`src/rtl/rr_mux_arbiter.sv`:
```
// rr_mux_arbiter: round-robin arbiter and sequencer in front of a shared
// 4:1 lane multiplexer. It picks one of four requesters, drives the mux
// select and registers the chosen lane for a valid/ready consumer.
//
// Latency: a request seen in cycle N is presented on out_valid/out_data in
// cycle N+1. A new lane can be taken every cycle while out_ready is high.
// Backpressure: with out_valid=1 and out_ready=0 the output is held stable
// and no grant is issued. The arbiter only takes a lane when idle or when
// the held word is being accepted in the same cycle.
//
// Ports:
//   clk        rising-edge clock
//   rst_n      asynchronous active-low reset
//   req[3:0]   per-lane request
//   data_in    four packed lanes; lane i = data_in[i*WIDTH +: WIDTH]
//   lock[3:0]  (only with RR_MUX_ARBITER_LOCK_EN) keep the winner granted
//   gnt[3:0]   one-hot grant, combinational, high in the capture cycle
//   sel[1:0]   registered index of the lane held at the output
//   out_valid  registered, output holds a captured transfer
//   out_data   registered captured lane data
//   out_ready  consumer accepts out_data when out_valid && out_ready
//
// Optional feature macro: RR_MUX_ARBITER_LOCK_EN adds the lock input.
// When a lane wins with its lock bit set, the round-robin pointer stays
// where it was. That lane keeps winning for as long as both its req and
// lock bits stay high.
module rr_mux_arbiter #(
  parameter int WIDTH = 8
) (
  input  logic               clk,
  input  logic               rst_n,
  input  logic [3:0]         req,
  input  logic [4*WIDTH-1:0] data_in,
`ifdef RR_MUX_ARBITER_LOCK_EN
  input  logic [3:0]         lock,
`endif
  output logic [3:0]         gnt,
  output logic [1:0]         sel,
  output logic               out_valid,
  output logic [WIDTH-1:0]   out_data,
  input  logic               out_ready
);

  typedef enum logic {
    IDLE = 1'b0,
    BUSY = 1'b1
  } state_t;

  state_t state;
  state_t state_nxt;

  logic [1:0]       last;       // index of the most recent round-robin winner
  logic [1:0]       base;       // search starts just after this index
  logic [1:0]       rr_win;
  logic             rr_found;
  logic [1:0]       cand;
  logic [1:0]       winner;
  logic             cap;
  logic             any_req;
  logic             capture;
  logic [WIDTH-1:0] lane [4];

  // Unpack the lanes so the mux is a plain array index.
  for (genvar i = 0; i < 4; i++) begin : g_lane
    assign lane[i] = data_in[i*WIDTH +: WIDTH];
  end

  // A capture is possible when nothing is held, or when the held word
  // leaves in this cycle.
  assign cap     = (state == IDLE) || out_ready;
  assign any_req = |req;
  assign capture = cap && any_req;

  // Round-robin search: base+1, base+2, base+3, then base itself.
  always_comb begin
    rr_win   = base;
    rr_found = 1'b0;
    cand     = base;
    for (int k = 1; k <= 4; k++) begin
      cand = base + 2'(k);
      if (!rr_found && req[cand]) begin
        rr_win   = cand;
        rr_found = 1'b1;
      end
    end
  end

`ifdef RR_MUX_ARBITER_LOCK_EN
  logic       lock_vld;   // a locked lane owns the next opportunity
  logic [1:0] lock_idx;
  logic       lock_hold;

  // The lock survives only while the owner keeps both req and lock high.
  assign lock_hold = lock_vld && req[lock_idx] && lock[lock_idx];
  // After a release, the search resumes from the lane that held the lock.
  assign base      = lock_vld ? lock_idx : last;
  assign winner    = lock_hold ? lock_idx : rr_win;

  always_ff @(posedge clk or negedge rst_n) begin
    if (!rst_n) begin
      last     <= 2'd3;
      lock_vld <= 1'b0;
      lock_idx <= 2'd0;
    end else if (capture) begin
      if (lock[winner]) begin
        // The pointer stays put so the locked lane is remembered instead.
        lock_vld <= 1'b1;
        lock_idx <= winner;
      end else begin
        lock_vld <= 1'b0;
        last     <= winner;
      end
    end else if (cap && lock_vld) begin
      // An opportunity with no requests releases the lock. The owner
      // counts as the latest winner.
      lock_vld <= 1'b0;
      last     <= lock_idx;
    end
  end
`else
  assign base   = last;
  assign winner = rr_win;

  always_ff @(posedge clk or negedge rst_n) begin
    if (!rst_n) begin
      last <= 2'd3;
    end else if (capture) begin
      last <= winner;
    end
  end
`endif

  // FSM state register.
  always_ff @(posedge clk or negedge rst_n) begin
    if (!rst_n) begin
      state <= IDLE;
    end else begin
      state <= state_nxt;
    end
  end

  // FSM next-state logic.
  always_comb begin
    state_nxt = state;
    case (state)
      IDLE: begin
        if (any_req) begin
          state_nxt = BUSY;
        end
      end
      BUSY: begin
        if (out_ready && !any_req) begin
          state_nxt = IDLE;
        end
      end
      default: state_nxt = IDLE;
    endcase
  end

  // FSM outputs. out_valid is simply the registered state.
  always_comb begin
    gnt       = 4'b0000;
    out_valid = (state == BUSY);
    if (capture) begin
      gnt[winner] = 1'b1;
    end
  end

  // Output datapath. The held word and select stay put until the next
  // capture, including after the return to IDLE.
  always_ff @(posedge clk or negedge rst_n) begin
    if (!rst_n) begin
      out_data <= '0;
      sel      <= 2'd0;
    end else if (capture) begin
      out_data <= lane[winner];
      sel      <= winner;
    end
  end

endmodule
```
`config.mk`:
```
export PLATFORM = sky130hd
export DESIGN_NAME = rr_mux_arbiter
export DESIGN_NICKNAME = d
export VERILOG_FILES = /design/src/rtl/rr_mux_arbiter.sv
export SDC_FILE = /design/constraint.sdc
export NUM_CORES = 1
export LEC_CHECK = 0
export ABC_AREA = 1
export BUFFER_PORTS_ARGS = -buffer_cell sky130_fd_sc_hd__clkbuf_2
export CAP_MARGIN = 20
export CORE_MARGIN = 2
export CORE_UTILIZATION = 49
export CTS_CLUSTER_DIAMETER = 200
export DETAILED_ROUTE_END_ITERATION = 7
export PLACE_DENSITY = 0.92
export SYNTH_ARGS = -nofsm -noshare
export SYNTH_HDL_FRONTEND = slang
export SYNTH_SLANG_ARGS = --single-unit
```
`constraint.sdc`:
```
create_clock -name clk -period 5.6 [get_ports clk]
set_input_delay 1.12 -clock clk [delete_from_list [all_inputs] [get_ports clk]]
set_output_delay 1.12 -clock clk [all_outputs]
set_load 0.05 [all_outputs]
```
==> flow_summary_export.csv <==
group,metric,value,unit
outcome,status,"completed",
logic_synthesis,syn_avg_cell_area,6.34,um2
global_route,grt_pass1_vias,1177,
global_route,antenna_found_initial,0,
critical_path,path_cells,"clkbuf_2 -> nand2_1 -> nand2_1 -> nand2_2 -> nand2_2 -> inv_2 -> nand3_4 -> nand2_2 -> nand2_1 -> nor2_1 -> clkbuf_2",
die,fp.dieArea,2580,um2
critical_path,critical_path.max_fanout,18,
timing,slew_headroom,48.6,%
place,portBuffers,53,
die,die_x,50.8,um
cells_and_area,final_cell_mix,"nand2_1 (61), nand3_1 (55), clkbuf_2 (53)",
critical_path,arrival,2640,ps
timing,rsz0062_at_grt,"no",
logic_synthesis,synth_cells,169,
die,fp.dieH,50.8,um
timing,max_freq,0.266,GHz
drt,drt_wl_total,2.76,mm
cells_and_area,final_common_cell,"nand2_1",
timing,slew_viol_final,0,
cells_and_area,layout.nets,261,
timing,fin_setup_tns,0,ps
critical_path,endpoint_kind,"primary output",
cts,root_buffer,"clkbuf_4",
logic_synthesis,seq_area_frac_synth,30.6,%
critical_path,crit_type,"input pin to primary output",
critical_path,critPathLaunchType,"input pin",
cts,hold_buffers,0,
die,ios,54,
worst_hold_path,hp-class,"flop to flop",
cts,cts_resized,0,
cts,cts_tree,"done",
cts,cts_sinks,13,
die,core-area,2020,um2
timing,tightest_slew,767,ps
die,num_rows,16,
drt,routedWlPerCell,11.1,um
timing,holdWs,487,ps
drt,firstDrtPassIters,4,
cts,insertion_delay,270,ps
logic_synthesis,ys_types,19,
timing,skew,4.93,ps
cts,clk_pin_slew,70,ps
cells_and_area,drive_above_1_share,33.0,%
critical_path,required,4480,ps
global_route,overflow,0,
logic_synthesis,syn_nets,208,
place,gp_congestion,0.813,
global_route,grtUsageTotal,23.5,%
critical_path,worst_path_max_delay_cell,"clkbuf_2",
drt,route.detailed.drc,0,
cells_and_area,area_growth,26.0,%
timing,timing.final.hold_violations,0,
logic_synthesis,ys_ff_latch,13,
cells_and_area,fin_area,1350,um2
drt,viasPerCell,5.29,
timing,setup_viol,0,
timing,layout_min_cycle_time,3760,ps
cts,htree_levels,1,
logic_synthesis,syn_area,1070,um2
cells_and_area,final_util,66.8,%
flow_run,cap_violations,0,
die,initial_core_util,53.0,%
cts,post_cts_buffers,0,
place,place_hpwl,2.24,mm
timing,min_period_over_period,67.1,%
global_route,grt_pass1_wl,4.73,mm
cells_and_area,diodes,0,
cts,clock_path_buffers,2,
global_route,grt_max_degree,19,
logic_synthesis,synth_warnings,0,
drt,ant_nets,0,
drt,initialDrtViolationCount,36,
critical_path,slowest_delay,280,ps
place,detailed_place.area,1330,um2
drt,vias,1313,
cts,cts_made_buffers,3,
layout make-up:
| class | count | area, um2 |
|---|---|---|
| fill | 208 | 671 |
| sequential | 13 | 328 |
| clock buffer | 4 | 26.3 |
| multi-input combinational | 143 | 668 |
| timing repair buffer | 53 | 265 |
| tap | 27 | 33.8 |
| inverter | 8 | 30.0 |
logic make-up (layout without fill, tap and decap cells):
family	Yosys count	count (layout)	share of synthesized area, %
buffers and inverters	13	65	7.12
AND/OR/NAND/NOR	137	137	59.5
flip-flops	13	13	30.6
AO/OA/AOI/OAI	6	6	2.80
flip-flops by register name (all words and copies together) (netlist names):
signal	count
out_data	8
sel	2
base	2
out_valid	1
per-stage QoR:
stage               setup slack, ps  instances
floorplan                      1930        169
global placement               1880        244
detailed placement             1850        244
CTS                            1840        248
global route                   1650        248
finish                         1840        248
path summary, 6_finish.rpt:
check | start | endpoint | slack, ps | cells past startpoint
worst max-delay path | req[0] | gnt[3] | 1840 | 11
worst min-delay path | sel[0]$_DFFE_PN0P_ | sel[0]$_DFFE_PN0P_ | 490 | 2
worst max register to register | base[0]$_DFFE_PN1P_ | out_data[4]$_DFFE_PN0P_ | 3490 | 11
worst min register to register | sel[0]$_DFFE_PN0P_ | sel[0]$_DFFE_PN0P_ | 490 | 2
max in group asynchronous | rst_n | base[0]$_DFFE_PN1P_ | 4590 | 1
min in group asynchronous | rst_n | out_data[6]$_DFFE_PN0P_ | 720 | 1
worst max-delay path: cells and delay by family:
family | cells | cell delay (ps)
simple gates | 8 | 1020
buf+inv | 3 | 490
cell usage after synthesis:
| master | count | area (um2) |
|---|---|---|
| nand2_1 | 61 | 229 |
| nand3_1 | 55 | 275 |
| dfrtp_1 | 11 | 275 |
| nand2_2 | 9 | 56.3 |
| nor2_1 | 7 | 26.3 |
| inv_1 | 4 | 15.0 |
| o21ai_0 | 4 | 20.0 |
| buf_6 | 3 | 33.8 |
| inv_2 | 3 | 11.3 |
| a21oi_1 | 2 | 10.0 |
| dfstp_2 | 2 | 52.6 |
| buf_2 | 1 | 5.00 |
| buf_4 | 1 | 7.51 |
| clkinv_1 | 1 | 3.75 |
| nand2_4 | 1 | 11.3 |
| nand3_2 | 1 | 10.0 |
| nand3_4 | 1 | 17.5 |
| nor4_1 | 1 | 6.26 |
| or2_1 | 1 | 6.26 |
routing by layer:
metal | track usage [%] | share of wire [%] | vias to the layer above
met2 | 40.1 | 49 | 67
met5 | 0 | 0 | -
met4 | 4.50 | 0.29 | 0
li1 | - | - | 674
met3 | 5.95 | 8.4 | 2
met1 | 30.1 | 42 | 570
Power is left out: the tool's default activity adds up to more than one toggle a clock period on the data nets, which glitch-free logic cannot reach.
